--- src/rtl/histogram_sequencer.sv ---
// One histogram pass: clear all bins, stream the image, and accumulate each pixel
// into its bin with a read-increment-write pipeline that forwards same-bin hazards.
module histogram_sequencer #(
   parameter int ADDR_W = 13,
   parameter int PIX_W  = 8,
   parameter int CNT_W  = 16
) (
   input  logic              clk,
   input  logic              reset,
   input  logic              start,
   input  logic [ADDR_W-1:0] num_pixels,
   output logic              busy,
   output logic              done,
   output logic              saturated,
   output logic [ADDR_W-1:0] img_addr,
   input  logic [PIX_W-1:0]  img_data,
   output logic [PIX_W-1:0]  bin_addr,
   output logic [PIX_W-1:0]  bin_raddr,
   output logic              bin_we,
   output logic [CNT_W-1:0]  bin_wdata,
   input  logic [CNT_W-1:0]  bin_rdata
);

   typedef enum logic [2:0] {S_IDLE, S_CLEAR, S_SCAN, S_DRAIN, S_DONE} state_e;

   state_e            state_q, state_d;
   logic [ADDR_W-1:0] n_q, n_d;
   logic [ADDR_W-1:0] k_q, k_d;
   logic [PIX_W-1:0]  clr_q, clr_d;
   logic              drain_q, drain_d;
   logic              sat_q, sat_d;
   logic              vld_p1_q, vld_p1_d;
   logic              vld_p2_q;
   logic [PIX_W-1:0]  pix_p2_q;
   logic              fwd_vld_q;
   logic [PIX_W-1:0]  fwd_addr_q;
   logic [CNT_W-1:0]  fwd_data_q;
   logic [PIX_W-1:0]  raddr_q;
   logic [PIX_W-1:0]  baddr_q;
   logic [CNT_W-1:0]  wdata_q;
   logic              clearing;
   logic              fwd_hit;
   logic [CNT_W-1:0]  old_cnt;
   logic [CNT_W-1:0]  new_cnt;

   function automatic logic [CNT_W-1:0] sat_inc(input logic [CNT_W-1:0] v);
      return (v == {CNT_W{1'b1}}) ? v : v + 1'b1;
   endfunction

   function automatic logic is_full(input logic [CNT_W-1:0] v);
      return v == {CNT_W{1'b1}};
   endfunction

   // The previous write lands in the same cycle as this bin's read, so its data is stale.
   assign fwd_hit  = fwd_vld_q && (fwd_addr_q == pix_p2_q);
   assign old_cnt  = fwd_hit ? fwd_data_q : bin_rdata;
   assign new_cnt  = sat_inc(old_cnt);
   assign clearing = (state_q == S_CLEAR);

   assign img_addr  = k_q;
   assign bin_raddr = vld_p1_q ? img_data : raddr_q;
   assign bin_we    = clearing | vld_p2_q;
   assign bin_addr  = clearing ? clr_q : (vld_p2_q ? pix_p2_q : baddr_q);
   assign bin_wdata = clearing ? '0 : (vld_p2_q ? new_cnt : wdata_q);
   assign saturated = sat_q;

   always_comb begin
      state_d  = state_q;
      n_d      = n_q;
      k_d      = k_q;
      clr_d    = clr_q;
      drain_d  = drain_q;
      sat_d    = sat_q;
      vld_p1_d = 1'b0;
      busy     = 1'b0;
      done     = 1'b0;
      case (state_q)
         S_IDLE: begin
            if (start) begin
               n_d     = num_pixels;
               sat_d   = 1'b0;
               clr_d   = '0;
               state_d = S_CLEAR;
            end
         end
         S_CLEAR: begin
            busy  = 1'b1;
            clr_d = clr_q + 1'b1;
            if (clr_q == {PIX_W{1'b1}}) begin
               if (n_q == '0) begin
                  state_d = S_DONE;
               end else begin
                  state_d = S_SCAN;
                  k_d     = '0;
               end
            end
         end
         S_SCAN: begin
            busy     = 1'b1;
            vld_p1_d = 1'b1;
            if (k_q == n_q - 1'b1) begin
               state_d = S_DRAIN;
               drain_d = 1'b0;
            end else begin
               k_d = k_q + 1'b1;
            end
         end
         S_DRAIN: begin
            busy    = 1'b1;
            drain_d = 1'b1;
            if (drain_q) state_d = S_DONE;
         end
         S_DONE: begin
            done    = 1'b1;
            state_d = S_IDLE;
         end
         default: state_d = S_IDLE;
      endcase
      if (vld_p2_q && is_full(old_cnt)) sat_d = 1'b1;
   end

   always_ff @(posedge clk or negedge reset) begin
      if (!reset) begin
         state_q   <= S_IDLE;
         n_q       <= '0;
         k_q       <= '0;
         clr_q     <= '0;
         drain_q   <= 1'b0;
         sat_q     <= 1'b0;
         vld_p1_q  <= 1'b0;
         vld_p2_q  <= 1'b0;
         fwd_vld_q <= 1'b0;
         raddr_q   <= '0;
         baddr_q   <= '0;
         wdata_q   <= '0;
      end else begin
         state_q   <= state_d;
         n_q       <= n_d;
         k_q       <= k_d;
         clr_q     <= clr_d;
         drain_q   <= drain_d;
         sat_q     <= sat_d;
         // stage 0 -> 1: image read issued
         vld_p1_q  <= vld_p1_d;
         // stage 1 -> 2: bin read issued
         vld_p2_q  <= vld_p1_q;
         // stage 2 -> forward entry
         fwd_vld_q <= vld_p2_q;
         raddr_q   <= bin_raddr;
         baddr_q   <= bin_addr;
         wdata_q   <= bin_wdata;
      end
   end

   always_ff @(posedge clk) begin
      if (vld_p1_q) pix_p2_q <= img_data;
      if (vld_p2_q) begin
         fwd_addr_q <= pix_p2_q;
         fwd_data_q <= new_cnt;
      end
   end

endmodule

--- config.mk ---
export PLATFORM = sky130hd
export DESIGN_NAME = histogram_sequencer
export DESIGN_NICKNAME = d
export VERILOG_FILES = /design/src/rtl/histogram_sequencer.sv
export SDC_FILE = /design/constraint.sdc
export NUM_CORES = 1
export LEC_CHECK = 0
export CAP_MARGIN = 20
export CORE_ASPECT_RATIO = 0.9
export CORE_MARGIN = 1.5
export CORE_UTILIZATION = 45
export CTS_BUF_LIST = sky130_fd_sc_hd__clkbuf_8 sky130_fd_sc_hd__clkbuf_16
export DETAILED_ROUTE_END_ITERATION = 16
export DONT_BUFFER_PORTS = 1
export MAX_ROUTING_LAYER = met4
export PLACE_DENSITY = 0.62
export SYNTH_ARGS = -nofsm -noshare
export SYNTH_HDL_FRONTEND = slang
export SYNTH_SLANG_ARGS = --single-unit
--- constraint.sdc ---
create_clock -name clk -period 6.42 [get_ports clk]
set_clock_uncertainty 0.15 [all_clocks]
set_input_delay 1.926 -clock clk [delete_from_list [all_inputs] [get_ports clk]]
set_output_delay 1.926 -clock clk [all_outputs]
set_load 0.01 [all_outputs]
==> results_dict.tcl, run 1 <==
set metrics [dict create \
    holdWs_ns 0.354 \
    htreeDepth 3 \
    p_per_area_nw_per_um2 447 \
    ys_types 66 \
    slew_headroom_pct 39.2 \
    clock_latency_ns 0.35 \
    antenna_found_initial 0 \
    fin_util_pct 50.4 \
    fmax_mhz 163 \
    rsz0062_at_grt "no" \
    cts_buffer_depth 2 \
    synth_top_area_share_pct 32.3 \
    path_cells "nand2_1 > nand2_1 > ha_1 > nand3_1 > nor2_1 > nand2_1 > mux2i_2 > nor3_1 > xor2_1 > o211ai_1 > a21oi_1" \
    maxCapViolCount 0 \
    cp_max_fo 8 \
    multiInputGateArea_sq_um 2760 \
    die_area_sq_um 13400 \
    grt.busiest_layer "met2" \
    setup_viol 0 \
    arrival_ns 4.08 \
    overflow 0 \
    setup_tns_ns 0 \
    fillers 1123 \
    vias 4261 \
    fin_crit_sh_pct 95.8 \
    r2r_setup_slack_ns 2.53 \
    nets 603 \
    synth_area_per_cell_sq_um 10.1 \
    layout.cells.non_filler 724 \
    synth_edf_count 32 \
    area_delta_synth_final_pct 7.37 \
    antenna_cells 0 \
    drc 0 \
    syn-num-nets 612 \
    wl_um 13400 \
    critPathMostFrequentCell "nand2_1" \
    drt_iter0_drc 437 \
    grt_pass1_vias 4212 \
    grtUsageMet3_pct 6.07 \
    grt_first_pass_wirelength_um 21500 \
    endpoint_kind "output pin" \
    cts_buffers 9 \
    crit_buf_inv 0 \
    syn_inst 568 \
    cts.sinks 106 \
    synth_area_leaders "dfrtp_1 (32%), edfxtp_1 (17%), mux2i_1 (6.5%)" \
    die_h_um 110 \
    grt_util_met1_pct 28.8 \
    worstHoldPathCells 1 \
    crit_cells 11 \
    place_inst 707 \
    startpoint_type "input pin" \
    critPathSlowestCell "mux2i_2" \
    min_period_ns 6.15 \
    grt_use_met2_pct 32.6 \
    gp_congestion 0.889 \
    port_buffers 0 \
    crit_type "in2out" \
    netlist_area_sq_um 5740 \
    cts_root_buf "clkbuf_16" \
    yosysWarnings 0 \
    area.sequential_sq_um 2810 \
    post-dp-hpwl_um 9660 \
    ys_async_sr_fraction_pct 69.8 \
    grt_max_degree 75 \
    drtAntennaViolNets 0 \
    post_cts_buffers 0 \
    ir_worst_vdd_v 0.000219 \
    p_leak_uw 0.00244 \
    placementRows 38 \
    io_pins 89 \
    worstPathRequired_ns 4.34 \
    via_per_inst 5.89 \
    r2r_cells 14 \
    worst_slew_pin_slew_ns 0.912 \
    drv_slew 0 \
    synth_seq_area_share_pct 49.0 \
    outcome "completed" \
    core_area_sq_um 12200 \
    start_util_pct 46.9 \
    min_path_type "reg2reg" \
    ys_ff_latch 106 \
    critical-path-top-delay-family "simple AND/OR/NAND/NOR gates" \
    synth_area_leader_cell "dfrtp_1" \
    dr.pass1.iters 5 \
    track_usage_pct 21.5 \
    finalHoldViolations 0 \
    drive_gt1_share_pct 8.69 \
    fp.dieW_um 122 \
    cts_tree "done" \
    slowest_delay_ns 0.44 \
    wl_per_cell_um 18.5 \
    synth-main-ff-cell "dfrtp_1" \
    clk_pin_slew_worst_paths_ns 0.07 \
]
==> cells in the mapped netlist (4+ instances only) <==
master	count
nor2_1	56
o31ai_1	9
or3_1	5
xnor2_1	19
ha_1	4
nand3_1	27
clkbuf_1	12
edfxtp_1	32
xor2_1	13
dfrtp_1	74
nand4_1	9
nor3_1	10
nor3b_1	6
buf_6	5
buf_2	4
a21o_1	5
or4_1	6
a31oi_1	5
and3_1	9
o211ai_1	5
nand2_1	76
a311oi_1	4
mux2_2	14
inv_1	8
o21ai_0	27
a21oi_1	20
nand2b_1	4
mux2i_1	37
a211oi_1	4
==> flip-flops by register name (all words and copies together), names as in the netlist, 13 cells and up <==
name,count
fwd_data_q,16
img_addr,13
n_q,13
wdata_q,16
==> worst register-to-register path, cell delays in order, from the launching register on <==
cell      delay [ns]
edfxtp_1        0.44
xnor2_1         0.29
nand4_1         0.22
nor3_4          0.23
buf_4           0.25
mux2_2          0.19
ha_1            0.21
nand3_1         0.11
nor2_1          0.29
nand2_1         0.16
mux2i_2         0.44
nor3_1          0.11
xor2_1          0.21
o211ai_1        0.12
a21oi_1         0.36
==> cell type report <==
type,count,share of cell area (%)
multi-input cells,428,44.9
clock inverters,7,1.24
flip-flops and latches,106,45.7
clock buffers,9,3.66
repair buffers,6,0.792
well taps,160,3.25
inverters,8,0.488
==> layout by cell type (no fill, tap or decap), types with 10 or more instances in the layout <==
cell type / netlist / routed
nand3_1: 27 / 27
a21oi_1: 20 / 20
nand2_1: 76 / 76
nor2_1: 56 / 56
xnor2_1: 19 / 19
nor3_1: 10 / 10
dfrtp_1: 74 / 73
edfxtp_1: 32 / 32
o21ai_0: 27 / 27
xor2_1: 13 / 13
mux2i_1: 37 / 36
mux2_2: 14 / 14
==> per-stage QoR <==
step	power (uW)	cell area (sq um)	setup WS, ns
4_1_cts	2770	6140	0.145
3_3_place_gp	2160	5840	0.235
3_5_place_dp	2190	5840	0.163
6_report	2750	6160	0.268
5_1_grt	2940	6160	0.0555
2_1_floorplan	1960	5740	0.672
==> where the power goes <==
group | total [uW] | switching, uW | internal [uW]
Combinational | 958 | 577 | 381
Sequential | 1220 | 277 | 948
Clock | 569 | 262 | 307
Total | 2750 | 1120 | 1640
==> path summary, 6_finish.rpt <==
check | from | end
worst max register to register | pix_p2_q[6]$_DFFE_PP_ | wdata_q[6]$_DFF_PN0_
worst max-delay path | bin_rdata[0] | bin_wdata[6]
worst min register to register | drain_q$_DFFE_PN0P_ | state_q[1]$_DFFE_PN0P_
max in group asynchronous | reset | wdata_q[2]$_DFF_PN0_
worst min-delay path | drain_q$_DFFE_PN0P_ | state_q[1]$_DFFE_PN0P_
min in group asynchronous | reset | img_addr[5]$_DFFE_PN0P_
==> kinds of logic (layout without fill, tap and decap cells) <==
logic type | count (synthesis) | count (layout) | synth area share (%)
xor gates and xnor gates | 33 | 33 | 5.28
DFF | 106 | 106 | 49.0
muxes | 51 | 51 | 9.21
AOI/OAI and AO/OA | 106 | 106 | 12.4
buffers and inverters | 34 | 30 | 3.05
adders and majority gates | 4 | 4 | 0.873
and+or+nand+nor | 234 | 234 | 20.2
==> routing by layer <==
metal,wire (um),up-vias
met4,103,0
met2,6060,127
li1,-,2043
met5,0,-
met1,6350,2081
met3,897,10
==> timing repair <==
action | in CTS | in global routing
gates resized for setup | 0 | 1
hold buffers | 0 | 0
endpoints found under the setup margin | 0 | 1
(Power assumes the default switching activity.)
==> run 2: changes to the inputs <==
--- a/config.mk
+++ b/config.mk
@@ -14,6 +14,7 @@
 export DONT_BUFFER_PORTS = 1
 export MAX_ROUTING_LAYER = met4
 export PLACE_DENSITY = 0.62
+export SKIP_LAST_GASP = 1
 export SYNTH_ARGS = -nofsm -noshare
 export SYNTH_HDL_FRONTEND = slang
 export SYNTH_SLANG_ARGS = --single-unit
==> results of run 2 <==
Final layout, timing and power as in run 1 (identical DEF).
==> run 3: changes to the inputs <==
--- a/config.mk
+++ b/config.mk
@@ -12,6 +12,7 @@
 export CTS_BUF_LIST = sky130_fd_sc_hd__clkbuf_8 sky130_fd_sc_hd__clkbuf_16
 export DETAILED_ROUTE_END_ITERATION = 16
 export DONT_BUFFER_PORTS = 1
+export GPL_TIMING_DRIVEN = 0
 export MAX_ROUTING_LAYER = met4
 export PLACE_DENSITY = 0.62
 export SKIP_LAST_GASP = 1
==> constraint.sdc (replaced) <==
create_clock -name clk -period 6.42 [get_ports clk]
set_clock_uncertainty 0.15 [all_clocks]
set_input_delay 1.926 -clock clk [delete_from_list [all_inputs] [get_ports clk]]
set_output_delay 1.926 -clock clk [all_outputs]
set_load 0.05 [all_outputs]
==> run 3 against run 2 <==
Compared with the run above:
- wire length grew 1.7%
- sequential share of layout area shrank 2.5 points
- largest cell class is now multi-input combinational cells
- core utilization is 2.8 points higher
- critical path type is now reg2out
- highest routed layer unchanged
- worst setup slack lost 0.052 ns
==> results_dict.tcl, run 3 (synthesis results as in run 1) <==
set metrics [dict create \
    layout_common_cells "nand2_1 (76), dfrtp_1 (74), nor2_1 (44)" \
    p_leak_uw 0.00258 \
    endpoint_kind "output pin" \
    layout.cells.most_common "nand2_1" \
    p_per_area_nw_per_um2 525 \
    cts_root_buf "clkbuf_16" \
    crit_type "reg2out" \
    crit_buf_inv 1 \
    min_period_ns 6.20 \
    drtAntennaViolNets 0 \
    holdBufCountCts 0 \
    ir_worst_vdd_v 0.000269 \
    postPlaceCellArea_sq_um 6050 \
    nets 644 \
    die_h_um 110 \
    min_path_type "reg2reg" \
    worst_slew_pin_slew_ns 0.937 \
    cts_buffers 9 \
    setup_tns_ns 0 \
    maxCapViolCount 0 \
    dr.pass1.iters 4 \
    path_cells "xnor2_1 > nand4_1 > or3_1 > clkbuf_1 > nand2_1 > nand2_1 > ha_1 > nand3_1 > nor2_2 > nand2_1 > nand3_1 > a2111oi_0 > a31oi_2 > mux2i_1 > nor2_4" \
    clk_pin_slew_worst_paths_ns 0.07 \
    antenna_found_initial 0 \
    fp.dieW_um 122 \
    fmax_mhz 161 \
    drv_slew 0 \
    start_util_pct 46.9 \
    wl_um 13600 \
    placementRows 38 \
    port_buffers 0 \
    cts_tree "done" \
    drc 0 \
    rsz0062_at_grt "yes" \
    setup_viol 0 \
    grt_first_pass_wirelength_um 21800 \
    slowest_delay_ns 0.69 \
    htreeDepth 3 \
    cp_max_fo 10 \
    die_area_sq_um 13400 \
    finalHoldViolations 0 \
    fin_crit_sh_pct 96.6 \
    vias 4388 \
    grt_max_degree 75 \
    outcome "completed" \
    core_area_sq_um 12200 \
    via_per_inst 5.74 \
    slew_headroom_pct 37.3 \
    antenna_cells 0 \
    overflow 0 \
    critPathMostFrequentCell "nand2_1" \
    reg_top3 "fwd_data_q (16), wdata_q (16)" \
    cts.sinks 106 \
    post-dp-hpwl_um 9990 \
    clock_latency_ns 0.35 \
    worstPathRequired_ns 4.34 \
    area_delta_synth_final_pct 13.4 \
    grt_pass1_vias 4244 \
    drive_gt1_share_pct 13.9 \
    finalInstanceArea_sq_um 6510 \
    startpoint_type "register" \
    critPathSlowestCell "a2111oi_0" \
    gp_congestion 0.884 \
    wl_per_cell_um 17.8 \
    io_pins 89 \
    cts_buffer_depth 2 \
    holdWs_ns 0.358 \
    critical-path-top-delay-family "simple AND/OR/NAND/NOR gates" \
    arrival_ns 4.13 \
    track_usage_pct 21.8 \
    drt_iter0_drc 273 \
]
[run 3: cell count changes in the layout (fill, tap and decap cells not counted), sizes merged]
cell and delta:
buf +27, clkbuf +14
[run 3: layout make-up]
class	count	area [sq um]
Multi-Input combinational cell	428	2860
Clock buffer	9	225
Tap cell	160	200
Timing Repair Buffer	21	148
Inverter	8	30.0
Fill cell	1101	5710
Clock inverter	7	83.8
Buffer	26	150
Sequential cell	106	2810
[run 3: worst register-to-register path, cell delays in order, from the launching register on]
cell       delay [ns]
edfxtp_1         0.45
xnor2_1          0.26
nand4_1          0.20
or3_1            0.41
clkbuf_1         0.29
nand2_1          0.15
nand2_1          0.09
ha_1             0.24
nand3_1          0.13
nor2_2           0.08
nand2_1          0.14
nand3_1          0.11
a2111oi_0        0.69
a31oi_2          0.12
mux2i_1          0.28
nor2_4           0.14
[run 3: path summary, 6_finish.rpt]
kind                       depth (start not counted)  slack (ns)                  start                      end
min                                                0        0.36  pix_p2_q[2]$_DFFE_PP_  fwd_addr_q[2]$_DFFE_PP_
max reg2reg                                       15        2.31  pix_p2_q[6]$_DFFE_PP_     wdata_q[4]$_DFF_PN0_
min in group asynchronous                          0        1.11                  reset      drain_q$_DFFE_PN0P_
min reg2reg                                        0        0.36  pix_p2_q[2]$_DFFE_PP_  fwd_addr_q[2]$_DFFE_PP_
max                                               15        0.22  pix_p2_q[6]$_DFFE_PP_             bin_wdata[4]
max in group asynchronous                          0        4.82                  reset    wdata_q[12]$_DFF_PN0_
[run 3: what timing repair did]
| action | in CTS | in global routing |
|---|---|---|
| endpoints found under the setup margin | 15 | 12 |
| setup buffers | 1 | 1 |
| gates resized for setup | 19 | 7 |
| pin swaps | 3 | 3 |
[run 3: per-layer routing]
layer | GRT usage [%] | wire length [um] | up-vias
met5 | - | 0 | -
met1 | 29.6 | 6310 | 2114
met4 | 8.99 | 283 | 0
met3 | 5.14 | 912 | 20
met2 | 31.7 | 6130 | 117
li1 | - | - | 2137
[run 3: power by group]
part           internal, uW  total (uW)  switching (uW)
clock                   310         572             262
combinational           507        1650            1140
sequential              946        1190             249
[run 3: metrics by stage]
stage | setup WS (ns) | total power, uW | utilization (%) | std cells
floorplan | 0.119 | 2430 | - | 568
finish | 0.216 | 3420 | 53.2 | 765
CTS | 0.0566 | 3410 | 52.7 | 763
global route | -0.0289 | 3610 | 53.2 | 765
global placement | -0.588 | 2670 | 48.6 | 728
detailed placement | -0.688 | 2790 | 49.5 | 746
